`src/rtl/mac_sequencer.sv`:
```
// Dot-product pass sequencer: issues paired BRAM reads and marks each product as it leaves the multiplier.
// Only the address outputs and the strobe pipeline are registered; rd_en_o is gated by pause_i in the same cycle.
module mac_sequencer #(
  parameter int ADDR_W  = 4,
  parameter int RD_LAT  = 2,
  parameter int MUL_LAT = 4
) (
  input  logic              clk_i,
  input  logic              reset_i,
  input  logic              start_i,
  input  logic              pause_i,
  input  logic [ADDR_W:0]   len_i,
  input  logic [ADDR_W-1:0] base_a_i,
  input  logic [ADDR_W-1:0] base_b_i,
  output logic [ADDR_W-1:0] addr_a_o,
  output logic [ADDR_W-1:0] addr_b_o,
  output logic              rd_en_o,
  output logic              acc_en_o,
  output logic              acc_clear_o,
  output logic              acc_last_o,
  output logic              busy_o,
  output logic              done_o
);

  localparam int                PIPE_LAT = RD_LAT + MUL_LAT;
  localparam logic [ADDR_W:0]   DEPTH    = {1'b1, {ADDR_W{1'b0}}};
  localparam logic [ADDR_W-1:0] ONE      = {{(ADDR_W-1){1'b0}}, 1'b1};

  typedef enum logic [1:0] {
    S_IDLE,
    S_ISSUE,
    S_DRAIN,
    S_FIN
  } state_t;

  state_t state_q, state_d;

  logic [ADDR_W-1:0] cnt_q, cnt_d;
  logic [ADDR_W-1:0] last_q, last_d;
  logic [ADDR_W-1:0] addr_a_q, addr_a_d;
  logic [ADDR_W-1:0] addr_b_q, addr_b_d;

  logic [PIPE_LAT-1:0] vld_q, vld_d;
  logic [PIPE_LAT-1:0] fst_q, fst_d;
  logic [PIPE_LAT-1:0] lst_q, lst_d;

  logic [ADDR_W:0] len_eff;
  logic            issue;
  logic            is_last;

  // Lengths beyond the BRAM depth are clamped to one full sweep.
  assign len_eff = (len_i > DEPTH) ? DEPTH : len_i;
  assign issue   = (state_q == S_ISSUE) && !pause_i;
  assign is_last = (cnt_q == last_q);

  always_comb begin
    vld_d    = '0;
    fst_d    = '0;
    lst_d    = '0;
    vld_d[0] = issue;
    fst_d[0] = issue && (cnt_q == '0);
    lst_d[0] = issue && is_last;
    for (int k = 1; k < PIPE_LAT; k++) begin
      vld_d[k] = vld_q[k-1];
      fst_d[k] = fst_q[k-1];
      lst_d[k] = lst_q[k-1];
    end
  end

  always_comb begin
    state_d  = state_q;
    cnt_d    = cnt_q;
    last_d   = last_q;
    addr_a_d = addr_a_q;
    addr_b_d = addr_b_q;
    case (state_q)
      S_IDLE: begin
        if (start_i) begin
          cnt_d  = '0;
          last_d = len_eff[ADDR_W-1:0] - ONE;
          if (len_eff != '0) begin
            addr_a_d = base_a_i;
            addr_b_d = base_b_i;
            state_d  = S_ISSUE;
          end else begin
            state_d = S_FIN;
          end
        end
      end
      S_ISSUE: begin
        // Addresses stay on the final element once it has been issued.
        if (issue) begin
          if (is_last) begin
            state_d = S_DRAIN;
          end else begin
            cnt_d    = cnt_q + ONE;
            addr_a_d = addr_a_q + ONE;
            addr_b_d = addr_b_q + ONE;
          end
        end
      end
      S_DRAIN: begin
        if (vld_d == '0) begin
          state_d = S_FIN;
        end
      end
      S_FIN: begin
        state_d = S_IDLE;
      end
      default: begin
        state_d = S_IDLE;
      end
    endcase
  end

  always_ff @(posedge clk_i or posedge reset_i) begin
    if (reset_i) begin
      state_q  <= S_IDLE;
      cnt_q    <= '0;
      last_q   <= '0;
      addr_a_q <= '0;
      addr_b_q <= '0;
      vld_q    <= '0;
      fst_q    <= '0;
      lst_q    <= '0;
    end else begin
      state_q  <= state_d;
      cnt_q    <= cnt_d;
      last_q   <= last_d;
      addr_a_q <= addr_a_d;
      addr_b_q <= addr_b_d;
      vld_q    <= vld_d;
      fst_q    <= fst_d;
      lst_q    <= lst_d;
    end
  end

  assign addr_a_o    = addr_a_q;
  assign addr_b_o    = addr_b_q;
  assign rd_en_o     = issue;
  assign acc_en_o    = vld_q[PIPE_LAT-1];
  assign acc_clear_o = fst_q[PIPE_LAT-1];
  assign acc_last_o  = lst_q[PIPE_LAT-1];
  assign busy_o      = (state_q != S_IDLE);
  assign done_o      = (state_q == S_FIN);

endmodule
```
`config.mk`:
```
export PLATFORM = sky130hd
export DESIGN_NAME = mac_sequencer
export DESIGN_NICKNAME = d
export VERILOG_FILES = /design/src/rtl/mac_sequencer.sv
export SDC_FILE = /design/constraint.sdc
export NUM_CORES = 1
export LEC_CHECK = 0
export BUFFER_PORTS_ARGS = -buffer_cell sky130_fd_sc_hd__clkbuf_2
export CORE_ASPECT_RATIO = 0.5
export CORE_MARGIN = 2
export CORE_UTILIZATION = 59
export DETAILED_ROUTE_END_ITERATION = 8
export GPL_ROUTABILITY_DRIVEN = 0
export PLACE_DENSITY = 0.8
export SLEW_MARGIN = 20
export SYNTH_ARGS = -nofsm -noshare
export SYNTH_HDL_FRONTEND = slang
export SYNTH_SLANG_ARGS = --single-unit
export TNS_END_PERCENT = 100
```
`constraint.sdc`:
```
create_clock -name clk_i -period 3.4 [get_ports clk_i]
set_input_delay 0.68 -clock clk_i [delete_from_list [all_inputs] [get_ports clk_i]]
set_output_delay 0.68 -clock clk_i [all_outputs]
set_load 0.05 [all_outputs]
```
==> impl_metrics.py <==
metrics = {
    "run_status": {
        "status": "completed",
    },
    "synth": {
        "ys_seq_elements": 36,
        "ys_seq_area_share_pct": 50.81,
        "synth_cells": 153,
        "syn_area_sq_um": 1773,
        "ys_warn_count": 0,
        "synth_top_flop_cell": "dfrtp_1",
        "synth-edff-count": 0,
        "avgSynthCellArea_sq_um": 11.59,
        "syn-num-nets": 180,
        "ys_async_sr_fraction_pct": 100.0,
        "synthDistinctLibCells": 36,
    },
    "power": {
        "p_comb_share_pct": 49.7,
        "power_density_nw_per_um2": 1073,
        "ir_drop_mv": 0.6222,
        "sw_frac_of_total_pct": 45.58,
        "p_clk_share_pct": 17.1,
        "p_switching_uw": 1016,
        "p_seq_share_pct": 33.2,
        "finalPower_uw": 2229,
        "power.leakage_uw": 0.001024,
        "p_int_uw": 1213,
    },
    "worst_setup_path": {
        "slowest_stage": "dfrtp_1",
        "required_ps": 2720,
        "critPathKind": "reg2out",
        "critPathLaunchType": "flop",
        "slowest_delay_ps": 420,
        "cp.arrival_ps": 1930,
        "worst-path-buf-inv": 4,
        "critPathMaxFanout": 21,
        "cpMostUsedCell": "inv_1",
        "endpoint_kind": "output pin",
        "crit_family": "buffers and inverters",
        "crit_chain": "inv_1, ha_1, buf_4, nand2b_1, inv_1, clkbuf_2",
    },
    "floorplan": {
        "start_util_pct": 65.27,
        "core-area_sq_um": 2716,
        "die_h_microns": 42.76,
        "ios": 31,
        "die_w_microns": 81.53,
        "die-area_sq_um": 3486,
        "rows": 13,
    },
    "sta": {
        "finalHoldViolCount": 0,
        "slew_viol_final": 0,
        "fin_crit_ps": 2610,
        "setup_violations": 0,
        "rsz0062_at_grt": "false",
        "tns_ps": 0,
        "tightest_slew_ps": 608.6,
        "finalCritPeriodShare_pct": 76.77,
        "finClkSkew_ps": 2.697,
        "relSlewSlack_pct": 59.29,
        "fmax_mhz": 383.1,
    },
    "global_route": {
        "grt_pass1_vias": 1300,
        "grt_start_max_net_pins": 37,
        "antenna_found_initial": 0,
        "grt_usage_pct": 22.92,
        "overflow": 0,
        "grt_pass1_wl_microns": 5913,
    },
    "clocking": {
        "clock_latency_ps": 280,
        "clockBufferDepth": 2,
        "cts_max_level": 2,
        "numCtsBuffers": 5,
        "clk_pin_slew_worst_paths_ps": 80,
        "cts_hold_buf": 0,
        "cts_tree": "yes",
        "post_cts_resize_count": 0,
        "cts_root_buf": "clkbuf_8",
        "clock_sink_count": 36,
        "cts_setup_buffers": 0,
    },
    "layout": {
        "antenna_cells": 0,
        "fin_area_sq_um": 2077,
        "final_nets": 215,
        "area_growth_pct": 17.15,
        "final_common_cell": "dfrtp_1",
        "layout-drive-gt1-share_pct": 26.98,
        "final_cells": 226,
        "final_cell_mix": "dfrtp_1, clkbuf_2, inv_1, ha_1, nand2_1",
    },
    "placement": {
        "port_buffers": 30,
        "post_dp_cell_area_sq_um": 1962,
        "dp.cells": 218,
        "place_hpwl_microns": 2577,
    },
    "route": {
        "dr.first_iter.drc_count": 64,
        "wl_per_cell_microns": 15.41,
        "detail_route.first_pass.iterations": 4,
        "drc": 0,
        "vias": 1294,
        "avgViaCountPerCell": 5.726,
        "wl_microns": 3483,
        "ant_nets": 0,
    },
    "min_path": {
        "hold_path.class": "reg2reg",
    },
    "flow_run": {
        "drv_cap": 0,
    },
}
## cell families after synthesis
family          Yosys count  share of synthesized area [%]
xor+xnor                 10                          4.940
flops                    36                          50.81
fa+ha+maj                10                          7.057
compound gates           31                          14.82
buf+inv                  17                          4.023
mux                      11                          7.269
simple gates             38                          11.08
## path summary, 6_finish.rpt
check                      cells after the start       start     endpoint  slack (ps)
min reg2reg                                    0    lst_q[4]     lst_q[5]         350
min                                            0    lst_q[4]     lst_q[5]         350
min in group asynchronous                      3     reset_i  addr_a_o[2]         460
max in group asynchronous                      3     reset_i     cnt_q[2]        2620
max                                            6  state_q[1]      rd_en_o         790
max reg2reg                                    8  state_q[1]   state_q[1]        1090
## cell usage after synthesis (all sizes together) (5+ instances only)
library cell,n,share of area [%]
o21ai,7,2.0
inv,13,2.8
dfrtp,36,51
xor2,5,2.5
nand2b,5,1.8
mux2i,5,2.8
nand2,9,1.9
xnor2,5,2.5
nand3,6,1.7
ha,10,7.1
mux2,6,4.4
nor2,6,1.3
## state kept, by name, summed over array words and instances, names as in the netlist
signal,cells
addr_a_o,4
addr_b_o,4
lst_q,6
last_q,4
cnt_q,4
state_q,2
vld_q,6
fst_q,6
## cell type report
cell class	count	area [sq um]
Fill cell	189	639.4
Tap cell	37	46.29
Inverter	13	48.80
Clock buffer	5	68.82
Timing Repair Buffer	32	165.2
Multi-Input combinational cell	100	800.8
Sequential cell	36	900.9
Clock inverter	3	46.29
## power by group through the flow
stage               clock network (uW)  registers [uW]  logic [uW]
global placement                     0             732        1060
finish                             381             739        1110
CTS                                387             739        1110
floorplan                            0             893         714
detailed placement                   0             746        1100
global route                       409             760        1200
## stage by stage
| step | hold WS, ps | utilization [%] | setup WS [ps] |
|---|---|---|---|
| final | 350.2 | 76.46 | 789.9 |
| after global routing | 367.9 | 76.46 | 695.0 |
| after CTS | 353.3 | 76.46 | 772.1 |
| after detailed placement | 335.8 | 72.22 | 896.8 |
| after global placement | 332.0 | 72.22 | 950.3 |
| after floorplan | 331.2 | - | 1170 |
## worst register-to-register path, cell delays in order, from the launching register on
cell,delay [ps]
dfrtp_1,410
inv_1,110
ha_1,190
buf_4,200
nand2b_1,180
inv_1,160
o31a_1,330
a211o_1,320
mux2_4,310
## layer usage
| layer | wire length (microns) | GRT usage [%] |
|---|---|---|
| met5 | 0 | 0 |
| met4 | 38 | 6.780 |
| met3 | 163 | 5.957 |
| met2 | 1677 | 38.52 |
| met1 | 1603 | 29.22 |
No activity file was read; power rests on OpenSTA's default activity.
